## config.mk

```make
export PLATFORM = sky130hd
export DESIGN_NAME = vram_fetch_flat
export DESIGN_NICKNAME = d
export VERILOG_FILES = /design/src/rtl/vram_fetch_if.sv /design/src/rtl/vram_fetch.sv /design/src/flat_wrapper.sv
export SDC_FILE = /design/constraint.sdc
export NUM_CORES = 1
export LEC_CHECK = 0
export BUFFER_PORTS_ARGS = -buffer_cell sky130_fd_sc_hd__buf_2
export CELL_PAD_IN_SITES_DETAIL_PLACEMENT = 2
export CELL_PAD_IN_SITES_GLOBAL_PLACEMENT = 2
export CORE_ASPECT_RATIO = 1.5
export CORE_UTILIZATION = 37
export CTS_CLUSTER_SIZE = 24
export DETAILED_ROUTE_END_ITERATION = 16
export GPL_TIMING_DRIVEN = 0
export PLACE_DENSITY = 0.9
export REMOVE_ABC_BUFFERS = 1
export SKIP_LAST_GASP = 1
export SYNTH_ARGS = -nofsm -noshare
export SYNTH_HDL_FRONTEND = slang
export SYNTH_SLANG_ARGS = --single-unit
```

## constraint.sdc

```tcl
create_clock -name clk_sys -period 6.3 [get_ports clk_sys]
set_input_delay 0.315 -clock clk_sys [delete_from_list [all_inputs] [get_ports clk_sys]]
set_output_delay 0.315 -clock clk_sys [all_outputs]
set_load 0.01 [all_outputs]
```

## src/rtl/vram_fetch_if.sv

```systemverilog
// Bundles the video-fetch, CPU and memory-side buses of the VRAM sequencer.
// The sequencer takes the slave view; the surrounding logic takes the master view.
interface vram_fetch_if #(
    parameter int ADDR_W = 19
);
    logic              vid_req;
    logic [ADDR_W-1:0] vram_addr1;
    logic [ADDR_W-1:0] vram_addr2;
    logic [15:0]       vram_dout1;
    logic [15:0]       vram_dout2;
    logic              vid_done;
    logic              vid_overrun;

    logic              cpu_req;
    logic              cpu_we;
    logic [ADDR_W-1:0] cpu_addr;
    logic [7:0]        cpu_wdata;
    logic [7:0]        cpu_rdata;
    logic              cpu_ack;

    logic              mem_req;
    logic              mem_we;
    logic [ADDR_W-1:0] mem_addr;
    logic [7:0]        mem_wdata;
    logic [7:0]        mem_rdata;
    logic              mem_ack;

    modport slave (
        input  vid_req, vram_addr1, vram_addr2,
        output vram_dout1, vram_dout2, vid_done, vid_overrun,
        input  cpu_req, cpu_we, cpu_addr, cpu_wdata,
        output cpu_rdata, cpu_ack,
        output mem_req, mem_we, mem_addr, mem_wdata,
        input  mem_rdata, mem_ack
    );

    modport master (
        output vid_req, vram_addr1, vram_addr2,
        input  vram_dout1, vram_dout2, vid_done, vid_overrun,
        output cpu_req, cpu_we, cpu_addr, cpu_wdata,
        input  cpu_rdata, cpu_ack,
        input  mem_req, mem_we, mem_addr, mem_wdata,
        output mem_rdata, mem_ack
    );
endinterface

```

## src/rtl/vram_fetch.sv

```systemverilog
// VRAM sequencer: four-byte video bursts with priority, CPU byte accesses in idle slots,
// both sharing one byte-wide memory port.
module vram_fetch #(
    parameter int ADDR_W = 19
) (
    input  logic         clk_sys,
    input  logic         reset,
    vram_fetch_if.slave  bus
);
    typedef enum logic [1:0] {
        IDLE = 2'd0,
        VID  = 2'd1,
        CPU  = 2'd2
    } state_t;

    state_t            state_r;
    logic [1:0]        beat_r;
    logic              pend_r;
    logic [ADDR_W-1:0] pa1_r;
    logic [ADDR_W-1:0] pa2_r;
    logic [ADDR_W-1:0] ba1_r;
    logic [ADDR_W-1:0] ba2_r;
    logic [7:0]        b0_r;
    logic [7:0]        b1_r;
    logic [7:0]        b2_r;
    logic              cpu_served_r;

    logic              mem_req_r;
    logic              mem_we_r;
    logic [ADDR_W-1:0] mem_addr_r;
    logic [7:0]        mem_wdata_r;
    logic [15:0]       dout1_r;
    logic [15:0]       dout2_r;
    logic              vid_done_r;
    logic              vid_overrun_r;
    logic [7:0]        cpu_rdata_r;
    logic              cpu_ack_r;

    logic              pend_v_s;
    logic [ADDR_W-1:0] pa1_s;
    logic [ADDR_W-1:0] pa2_s;
    logic [ADDR_W-1:0] beat_addr_s;

    // A request strobed this cycle counts as pending and supersedes the stored slot.
    always_comb begin
        pend_v_s = pend_r | bus.vid_req;
        if (bus.vid_req) begin
            pa1_s = bus.vram_addr1;
            pa2_s = bus.vram_addr2;
        end else begin
            pa1_s = pa1_r;
            pa2_s = pa2_r;
        end
    end

    // Byte address of the current burst beat; the +1 wraps at the top of VRAM.
    always_comb begin
        beat_addr_s = ba1_r;
        case (beat_r)
            2'd0:    beat_addr_s = ba1_r;
            2'd1:    beat_addr_s = ba1_r + ADDR_W'(1);
            2'd2:    beat_addr_s = ba2_r;
            2'd3:    beat_addr_s = ba2_r + ADDR_W'(1);
            default: beat_addr_s = ba1_r;
        endcase
    end

    // Arbitration FSM, pending video slot, staging bytes and all registered outputs.
    always_ff @(posedge clk_sys or posedge reset) begin
        if (reset) begin
            state_r       <= IDLE;
            beat_r        <= 2'd0;
            pend_r        <= 1'b0;
            pa1_r         <= '0;
            pa2_r         <= '0;
            ba1_r         <= '0;
            ba2_r         <= '0;
            b0_r          <= 8'd0;
            b1_r          <= 8'd0;
            b2_r          <= 8'd0;
            cpu_served_r  <= 1'b0;
            mem_req_r     <= 1'b0;
            mem_we_r      <= 1'b0;
            mem_addr_r    <= '0;
            mem_wdata_r   <= 8'd0;
            dout1_r       <= 16'd0;
            dout2_r       <= 16'd0;
            vid_done_r    <= 1'b0;
            vid_overrun_r <= 1'b0;
            cpu_rdata_r   <= 8'd0;
            cpu_ack_r     <= 1'b0;
        end else begin
            vid_done_r    <= 1'b0;
            cpu_ack_r     <= 1'b0;
            vid_overrun_r <= bus.vid_req & pend_r;

            if (!bus.cpu_req) begin
                cpu_served_r <= 1'b0;
            end
            if (bus.vid_req) begin
                pend_r <= 1'b1;
                pa1_r  <= bus.vram_addr1;
                pa2_r  <= bus.vram_addr2;
            end

            case (state_r)
                IDLE: begin
                    // Coming from idle the port has already been low, so issue at once.
                    if (pend_v_s) begin
                        state_r    <= VID;
                        beat_r     <= 2'd0;
                        ba1_r      <= pa1_s;
                        ba2_r      <= pa2_s;
                        pend_r     <= 1'b0;
                        mem_req_r  <= 1'b1;
                        mem_we_r   <= 1'b0;
                        mem_addr_r <= pa1_s;
                    end else if (bus.cpu_req && !cpu_served_r) begin
                        state_r     <= CPU;
                        mem_req_r   <= 1'b1;
                        mem_we_r    <= bus.cpu_we;
                        mem_addr_r  <= bus.cpu_addr;
                        mem_wdata_r <= bus.cpu_wdata;
                    end
                end

                VID: begin
                    if (mem_req_r) begin
                        if (bus.mem_ack) begin
                            mem_req_r <= 1'b0;
                            case (beat_r)
                                2'd0:    b0_r <= bus.mem_rdata;
                                2'd1:    b1_r <= bus.mem_rdata;
                                2'd2:    b2_r <= bus.mem_rdata;
                                default: b2_r <= b2_r;
                            endcase
                            if (beat_r == 2'd3) begin
                                dout1_r    <= {b1_r, b0_r};
                                dout2_r    <= {bus.mem_rdata, b2_r};
                                vid_done_r <= 1'b1;
                                beat_r     <= 2'd0;
                                if (pend_v_s) begin
                                    ba1_r  <= pa1_s;
                                    ba2_r  <= pa2_s;
                                    pend_r <= 1'b0;
                                end else begin
                                    state_r <= IDLE;
                                end
                            end else begin
                                beat_r <= beat_r + 2'd1;
                            end
                        end
                    end else begin
                        mem_req_r  <= 1'b1;
                        mem_we_r   <= 1'b0;
                        mem_addr_r <= beat_addr_s;
                    end
                end

                CPU: begin
                    // Runs to completion; any video request simply stays pending.
                    if (mem_req_r && bus.mem_ack) begin
                        mem_req_r    <= 1'b0;
                        mem_we_r     <= 1'b0;
                        cpu_ack_r    <= 1'b1;
                        cpu_served_r <= 1'b1;
                        if (!mem_we_r) begin
                            cpu_rdata_r <= bus.mem_rdata;
                        end
                        state_r <= IDLE;
                    end
                end

                default: begin
                    state_r   <= IDLE;
                    mem_req_r <= 1'b0;
                end
            endcase
        end
    end

    assign bus.mem_req     = mem_req_r;
    assign bus.mem_we      = mem_we_r;
    assign bus.mem_addr    = mem_addr_r;
    assign bus.mem_wdata   = mem_wdata_r;
    assign bus.vram_dout1  = dout1_r;
    assign bus.vram_dout2  = dout2_r;
    assign bus.vid_done    = vid_done_r;
    assign bus.vid_overrun = vid_overrun_r;
    assign bus.cpu_rdata   = cpu_rdata_r;
    assign bus.cpu_ack     = cpu_ack_r;
endmodule

```

## src/flat_wrapper.sv

```systemverilog
// flat-port wrapper written by rule: the top's interface ports become plain ports
module vram_fetch_flat 
#(
    parameter int ADDR_W = 19
)
  (clk_sys, reset, bus_vid_req, bus_vram_addr1, bus_vram_addr2, bus_vram_dout1, bus_vram_dout2, bus_vid_done, bus_vid_overrun, bus_cpu_req, bus_cpu_we, bus_cpu_addr, bus_cpu_wdata, bus_cpu_rdata, bus_cpu_ack, bus_mem_req, bus_mem_we, bus_mem_addr, bus_mem_wdata, bus_mem_rdata, bus_mem_ack);
  vram_fetch_if #(.ADDR_W(ADDR_W)) bus_i ();
  input  logic clk_sys;
  input  logic reset;
  input wire logic [$bits(bus_i.vid_req)-1:0] bus_vid_req;
  input wire logic [$bits(bus_i.vram_addr1)-1:0] bus_vram_addr1;
  input wire logic [$bits(bus_i.vram_addr2)-1:0] bus_vram_addr2;
  output wire logic [$bits(bus_i.vram_dout1)-1:0] bus_vram_dout1;
  output wire logic [$bits(bus_i.vram_dout2)-1:0] bus_vram_dout2;
  output wire logic [$bits(bus_i.vid_done)-1:0] bus_vid_done;
  output wire logic [$bits(bus_i.vid_overrun)-1:0] bus_vid_overrun;
  input wire logic [$bits(bus_i.cpu_req)-1:0] bus_cpu_req;
  input wire logic [$bits(bus_i.cpu_we)-1:0] bus_cpu_we;
  input wire logic [$bits(bus_i.cpu_addr)-1:0] bus_cpu_addr;
  input wire logic [$bits(bus_i.cpu_wdata)-1:0] bus_cpu_wdata;
  output wire logic [$bits(bus_i.cpu_rdata)-1:0] bus_cpu_rdata;
  output wire logic [$bits(bus_i.cpu_ack)-1:0] bus_cpu_ack;
  output wire logic [$bits(bus_i.mem_req)-1:0] bus_mem_req;
  output wire logic [$bits(bus_i.mem_we)-1:0] bus_mem_we;
  output wire logic [$bits(bus_i.mem_addr)-1:0] bus_mem_addr;
  output wire logic [$bits(bus_i.mem_wdata)-1:0] bus_mem_wdata;
  input wire logic [$bits(bus_i.mem_rdata)-1:0] bus_mem_rdata;
  input wire logic [$bits(bus_i.mem_ack)-1:0] bus_mem_ack;
  assign bus_i.vid_req = bus_vid_req;
  assign bus_i.vram_addr1 = bus_vram_addr1;
  assign bus_i.vram_addr2 = bus_vram_addr2;
  assign bus_vram_dout1 = bus_i.vram_dout1;
  assign bus_vram_dout2 = bus_i.vram_dout2;
  assign bus_vid_done = bus_i.vid_done;
  assign bus_vid_overrun = bus_i.vid_overrun;
  assign bus_i.cpu_req = bus_cpu_req;
  assign bus_i.cpu_we = bus_cpu_we;
  assign bus_i.cpu_addr = bus_cpu_addr;
  assign bus_i.cpu_wdata = bus_cpu_wdata;
  assign bus_cpu_rdata = bus_i.cpu_rdata;
  assign bus_cpu_ack = bus_i.cpu_ack;
  assign bus_mem_req = bus_i.mem_req;
  assign bus_mem_we = bus_i.mem_we;
  assign bus_mem_addr = bus_i.mem_addr;
  assign bus_mem_wdata = bus_i.mem_wdata;
  assign bus_i.mem_rdata = bus_mem_rdata;
  assign bus_i.mem_ack = bus_mem_ack;
  vram_fetch #(.ADDR_W(ADDR_W)) u_core (.clk_sys(clk_sys), .reset(reset), .bus(bus_i));
endmodule
```

After elaboration in Yosys (flattened, before gate mapping)
Index checks and enable logic that the tools add are counted.
- output and inout port bits: 72
- flip-flop bits (word level): 178
- word-level logic and storage cells: 115
- latch bits: 0
- memory bits (read-only): 0
- input bits: 79
- memories kept: 0
- bits in writable memories: 0
- $add $sub $neg: 3
- shifts and indexed selects: 0
- multiply operators: 0
- equal/unequal tests: 13
- divide/modulo/power cells: 0
- bitwise logic cells: 4
- muxes and demuxes: 55
- order comparisons: 0
- reductions and logical operators: 19
- operators with widths (cell ; number):
    19-bit two-way mux ; 13
    19-bit one-hot mux with 2 select lines ; 3
    19-bit one-hot mux with 4 select lines ; 1
    19-bit by 1-bit adder with 19-bit output, second input constant ; 2
    4-bit AND reduction ; 7
    1-bit two-way mux ; 22
    2-bit two-way mux ; 11
    3-bit AND reduction ; 3
    2-bit by 1-bit inequality test with 1-bit output, second input constant ; 4
    2-bit equality test, second input constant ; 3
    2-bit inequality test, second input constant ; 3
    1-bit one-hot mux with 3 select lines ; 2
    2-bit one-hot mux with 3 select lines ; 1
    6-bit AND reduction ; 1
    2-bit by 1-bit equality test with 1-bit output, second input constant ; 2
    2-bit zero test ; 2
    2-bit one-hot mux with 2 select lines ; 1
    3-bit by 1-bit inequality test with 1-bit output, second input constant ; 1
    3-bit nonzero test ; 1
    2-bit by 1-bit adder with 2-bit output, second input constant ; 1
    1-bit logical AND ; 2
    1-bit inverter ; 2
    1-bit one-hot mux with 2 select lines ; 1
    2-bit AND reduction ; 1
    other kinds (4) ; 4

Depth between registers and ports, before layout
- word-level depth: 6
- mapped depth: 12
- mapped depth without buffers: 8

Worst setup path before layout
OpenSTA, ideal clock, no wires.
- path type: reg2reg
- start point: register u_core.beat_r[0]
- end point: register u_core.mem_addr_r[14], in the netlist u_core.bus.mem_addr[14]
- arrival: 2.575 ns
- clock period less this slack: 2.676 ns
- library setup time: 0.101 ns
- setup slack: 3.624 ns
- path buffers: 4
- data required time: 6.199 ns
- stages on the path, launching flop included: 13
- cell sequence: dfrtp_1 ha_1 buf_6 buf_4 buf_2 mux2_2 ha_1 nand4b_1 a21oi_2 buf_2 nand4_1 xnor2_1 o32ai_1
- word-level cells in the longest chain between the ends: 4
- elaborated cells on any way between the ends: 7
- those cells by class: 3 x eq/ne; 3 x mux; 1 x reduce/logical
- RTL lines (element ; line ; text):
    from (decl) ; vram_fetch.sv:17 ; logic [1:0] beat_r;
    from (signal assigned) ; vram_fetch.sv:150 ; beat_r <= beat_r + 2'd1;
    2-bit equality test (tied with other cells) ; vram_fetch.sv:59 ; case (beat_r)
    19-bit one-hot mux with 4 select lines * ; vram_fetch.sv:59 ;
    19-bit two-way mux * ; vram_fetch.sv:128 ; if (mem_req_r) begin
    19-bit one-hot mux with 2 select lines * ; vram_fetch.sv:106 ; case (state_r)
    to (signal assigned) ; vram_fetch.sv:117 ; mem_addr_r <= pa1_s;
    to (signal assigned) ; vram_fetch.sv:122 ; mem_addr_r <= bus.cpu_addr;
    to (signal assigned) ; vram_fetch.sv:156 ; mem_addr_r <= beat_addr_s;
    to (decl) ; vram_fetch.sv:30 ; logic [ADDR_W-1:0] mem_addr_r;
Mark *: on every way between the ends. The rest lies on a longest branch, timed or not. The select of a mux whose other input is x is not followed.
A chain may end at the register's enable or synchronous reset.

Worst setup path after layout
- start point: register u_core.state_r[1]
- end point: register u_core.mem_addr_r[9], in the netlist u_core.bus.mem_addr[9]
- word-level cells in the longest chain between the ends: 3
- elaborated cells on any way between the ends: 7
- those cells by class: 3 x eq/ne; 1 x mux; 3 x reduce/logical
- RTL lines (element ; line ; text):
    from (decl) ; vram_fetch.sv:16 ; state_t state_r;
    from (signal assigned) ; vram_fetch.sv:71 ; state_r <= IDLE;
    from (signal assigned) ; vram_fetch.sv:110 ; state_r <= VID;
    from (signal assigned) ; vram_fetch.sv:119 ; state_r <= CPU;
    2-bit by 1-bit equality test with 1-bit output / 2-bit zero test (equally long branches) ; vram_fetch.sv:106 ;
    2-bit inequality test (no line) (tied with other cells) ; n/a ;
    3-bit AND reduction (no line) ; n/a ;
Several ways; a longest one is shown, not always the timed one.

==> impl_metrics.py <==
metrics = {
    "outcome": {
        "status": "finished clean",
    },
    "worst_setup_path": {
        "worstPathRequired_ns": 6.63,
        "crit_slowest_cell": "a22oi_1",
        "crit_path_end_kind": "flip-flop",
        "cp.arrival_ns": 3.85,
        "rrSetupSlack_ns": 2.78,
        "critPathMaxStageDelay_ns": 0.84,
        "critPathLaunchType": "flip-flop",
        "crit_chain": "inv_1 > ha_2 > nand2b_1 > a22oi_1 > buf_4 > mux2_2 > a311oi_1 > nand2_1",
        "criticalPathCategory": "flip-flop to flip-flop",
        "critPathMaxFanout": 40,
    },
    "yosys": {
        "yosysUniqueCellTypes": 61,
        "syn_area_um2": 8523,
        "synth_largest_area_cell": "dfrtp_1",
        "synth_cells": 746,
        "yosys_register_bits": 178,
        "synthTopCellsByArea": "dfrtp_1 (52%), mux2_2 (17%), mux2i_1 (3.1%)",
        "synth-async-reset-ratio_pct": 100.0,
        "avgSynthCellArea_um2": 11.43,
        "yosys.area.top_type_share_pct": 52.26,
        "synth_ff_type": "dfrtp_1",
        "ys.warnings.count": 0,
        "synth_edf_count": 0,
        "ys_seq_area_share_pct": 52.26,
    },
    "timing": {
        "worstMarginPinSlew_ns": 1.392,
        "fin_crit_sh_pct": 55.91,
        "rsz0062_at_grt": "false",
        "skew_ns": 0.008943,
        "slew_headroom_pct": 7.217,
        "min_period_ns": 3.523,
        "finalMaxSlewViolations": 0,
        "hold_viol_final": 0,
        "fin_ws_ns": 2.777,
        "setup_viol": 0,
        "fmax_ghz": 0.2839,
    },
    "drt": {
        "drt_iter0_markers": 295,
        "drcViolationCount": 0,
        "wl_per_cell_um": 22.10,
        "antenna_left": 0,
        "routed_wl_um": 25850,
        "first_pass_iters": 4,
        "dr_total_vias": 6565,
        "vias_per_cell": 5.611,
    },
    "clock_network": {
        "htree_levels": 4,
        "clock-root-buffer": "clkbuf_16",
        "cts_tree": "yes",
        "path_clk_slew_ns": 0.07,
        "cts_resized": 0,
        "clk_latency_ns": 0.45,
        "clock_path_buffers": 2,
        "cts_setup_buffers": 0,
        "cts_sinks": 178,
        "cts_buffers": 17,
    },
    "placement": {
        "place_ws_ns": 2.809,
        "placed_cell_area_um2": 9510,
        "gp_congestion": 0.7888,
        "dpl.hpwl_um": 17640,
        "numPortBuffers": 150,
    },
    "global_route": {
        "grt_first_pass_wirelength_um": 41590,
        "grt_start_max_net_pins": 111,
        "grtUsageTotal_pct": 22.93,
        "grt_pass1_vias": 7529,
        "gr-total-overflow": 0,
        "antenna_found_initial": 2,
    },
    "die": {
        "core_um2": 22470,
        "initial_utilization_pct": 37.94,
        "dieArea_um2": 23660,
        "rows": 67,
        "die_y_um": 187.9,
        "io_pins": 151,
        "dieWidth_um": 125.9,
    },
    "power_and_ir_drop": {
        "total_power_mw": 4.868,
        "power_frac_seq_pct": 38.4,
        "intPower_mw": 2.889,
        "switching_power_mw": 1.979,
        "p_leak_nw": 4.694,
        "p_clk_share_pct": 21.4,
        "sw_frac_of_total_pct": 40.66,
        "combPwrFrac_pct": 40.3,
        "p_per_area_nw_per_um2": 481.6,
        "ir_drop_mv": 0.3182,
    },
    "final_layout": {
        "layout-drive-gt1-share_pct": 36.80,
        "syn2layout_area_growth_pct": 18.58,
        "layout_common_cells": "dfrtp_1 (178), buf_2 (150), mux2_2 (129)",
        "diodes": 0,
        "layout_commonest_cell": "dfrtp_1",
        "nNetsFinal": 970,
        "final_area_um2": 10110,
    },
    "hold_path": {
        "min_path_type": "input pin to flip-flop",
    },
    "flow_run": {
        "maxCapViolCount": 0,
    },
}
==> state kept, by name, indices dropped and copies added, names as in the netlist <==
signal,flops
u_core.beat_r,2
u_core.bus.vid_done,1
u_core.bus.vid_overrun,1
u_core.bus.mem_addr,19
u_core.b0_r,8
u_core.bus.vram_dout1,16
u_core.cpu_served_r,1
u_core.pend_r,1
u_core.bus.mem_wdata,8
u_core.b2_r,8
u_core.bus.mem_we,1
u_core.ba2_r,19
u_core.bus.cpu_rdata,8
u_core.pa2_r,19
u_core.bus.vram_dout2,16
u_core.state_r,2
u_core.bus.mem_req,1
u_core.b1_r,8
u_core.bus.cpu_ack,1
u_core.ba1_r,19
u_core.pa1_r,19
==> area by class of cell <==
type	instances	area, µm²
timing repair buffer	156	870.8
clock buffer	18	429.2
inverter	23	93.84
tap	276	345.3
sequential	178	4454
multi-input combinational	505	3784
clock inverter	14	130.1
fill	2351	12360
==> cells by family (layout without fill, tap and decap cells) <==
kind of cell / count (synthesis) / count (layout) / share of synthesized area [%]
flip-flops: 178 / 178 / 52.26
XOR/XNOR: 11 / 11 / 1.130
adder cells (fa/ha/maj): 10 / 10 / 1.468
AO/OA/AOI/OAI: 144 / 144 / 11.14
multiplexers: 155 / 155 / 20.10
AND/OR/NAND/NOR: 185 / 185 / 10.41
buffers and inverters: 63 / 211 / 3.494
==> synthesized netlist by cell type, types with 2 or more instances <==
| cell | instances |
|---|---|
| a2111oi_0 | 2 |
| a211o_1 | 2 |
| a211oi_1 | 8 |
| a21o_1 | 4 |
| a21oi_1 | 39 |
| a21oi_2 | 2 |
| a221o_1 | 2 |
| a221oi_1 | 3 |
| a22oi_1 | 3 |
| a31oi_1 | 2 |
| a32o_1 | 2 |
| and2_1 | 2 |
| and3_1 | 8 |
| buf_1 | 3 |
| buf_2 | 19 |
| buf_4 | 8 |
| clkbuf_1 | 9 |
| dfrtp_1 | 178 |
| ha_1 | 10 |
| inv_1 | 23 |
| mux2_2 | 129 |
| mux2i_1 | 26 |
| nand2_1 | 64 |
| nand2b_1 | 5 |
| nand3_1 | 14 |
| nand3b_1 | 3 |
| nand4_1 | 10 |
| nand4b_1 | 4 |
| nor2_1 | 50 |
| nor2b_1 | 6 |
| nor3_1 | 10 |
| nor4_1 | 2 |
| o211ai_1 | 3 |
| o21a_1 | 6 |
| o21ai_0 | 41 |
| o221ai_1 | 5 |
| o22a_1 | 2 |
| o2bb2ai_1 | 2 |
| o31ai_1 | 3 |
| o32ai_1 | 2 |
| xnor2_1 | 8 |
| xor2_1 | 3 |
==> critical path: cells and delay by family (launching register included) <==
family	cells	cell delay, ns
compound gates	2	1.06
fa+ha+maj	1	0.80
buf+inv	2	0.43
flops	1	0.42
mux	1	0.35
simple gates	2	0.32
==> power by group through the flow <==
| stage | logic [mW] | registers [mW] | clock network, mW |
|---|---|---|---|
| 4_1_cts | 1.98 | 1.87 | 1.06 |
| 6_report | 1.96 | 1.87 | 1.04 |
| 2_1_floorplan | 1.22 | 1.83 | 0 |
| 5_1_grt | 2.15 | 1.92 | 1.10 |
| 3_3_place_gp | 1.82 | 1.85 | 0 |
| 3_5_place_dp | 1.95 | 1.88 | 0 |
==> per-layer routing <==
metal / wire length [µm] / GRT usage [%] / vias to the layer above
met1: 9743 / 24.78 / 3401
met3: 1110 / 4.736 / 55
met2: 14160 / 42.29 / 171
met5: 13 / 0 / -
met4: 828 / 10.70 / 2
li1: - / - / 2936
==> worst paths after layout <==
path                                               startpoint                                    to  depth (start not counted)
min in group asynchronous                               reset  u_core.bus.vram_dout1[0]$_DFFE_PP0P_                          3
setup reg to reg                u_core.state_r[1]$_DFFE_PP0P_    u_core.bus.mem_addr[9]$_DFFE_PP0P_                          8
setup / recovery                u_core.state_r[1]$_DFFE_PP0P_    u_core.bus.mem_addr[9]$_DFFE_PP0P_                          8
max in group asynchronous                               reset           u_core.ba2_r[0]$_DFFE_PP0P_                          4
hold reg to reg            u_core.bus.mem_addr[1]$_DFFE_PP0P_    u_core.bus.mem_addr[1]$_DFFE_PP0P_                          2
hold / removal                               bus_cpu_wdata[6]   u_core.bus.mem_wdata[6]$_DFFE_PP0P_                          2
==> what timing repair did <==
item / in CTS / in global routing
setup endpoints to repair: 0 / 0
hold buffers: 1 / 0
endpoints found under the hold margin: 68 / 0
==> metrics by stage <==
stage / TNS, ns / std cells / util, % / hold slack, ns
after floorplan: 0 / 706 / - / 0.4315
after global placement: -168.89 / 1132 / 41.87 / 0.4589
after detailed placement: 0 / 1136 / 42.33 / 0.4025
after CTS: 0 / 1169 / 44.87 / 0.08245
after global routing: 0 / 1170 / 44.99 / 0.08652
final: 0 / 1170 / 44.99 / 0.09470
(Power assumes the default switching activity.)
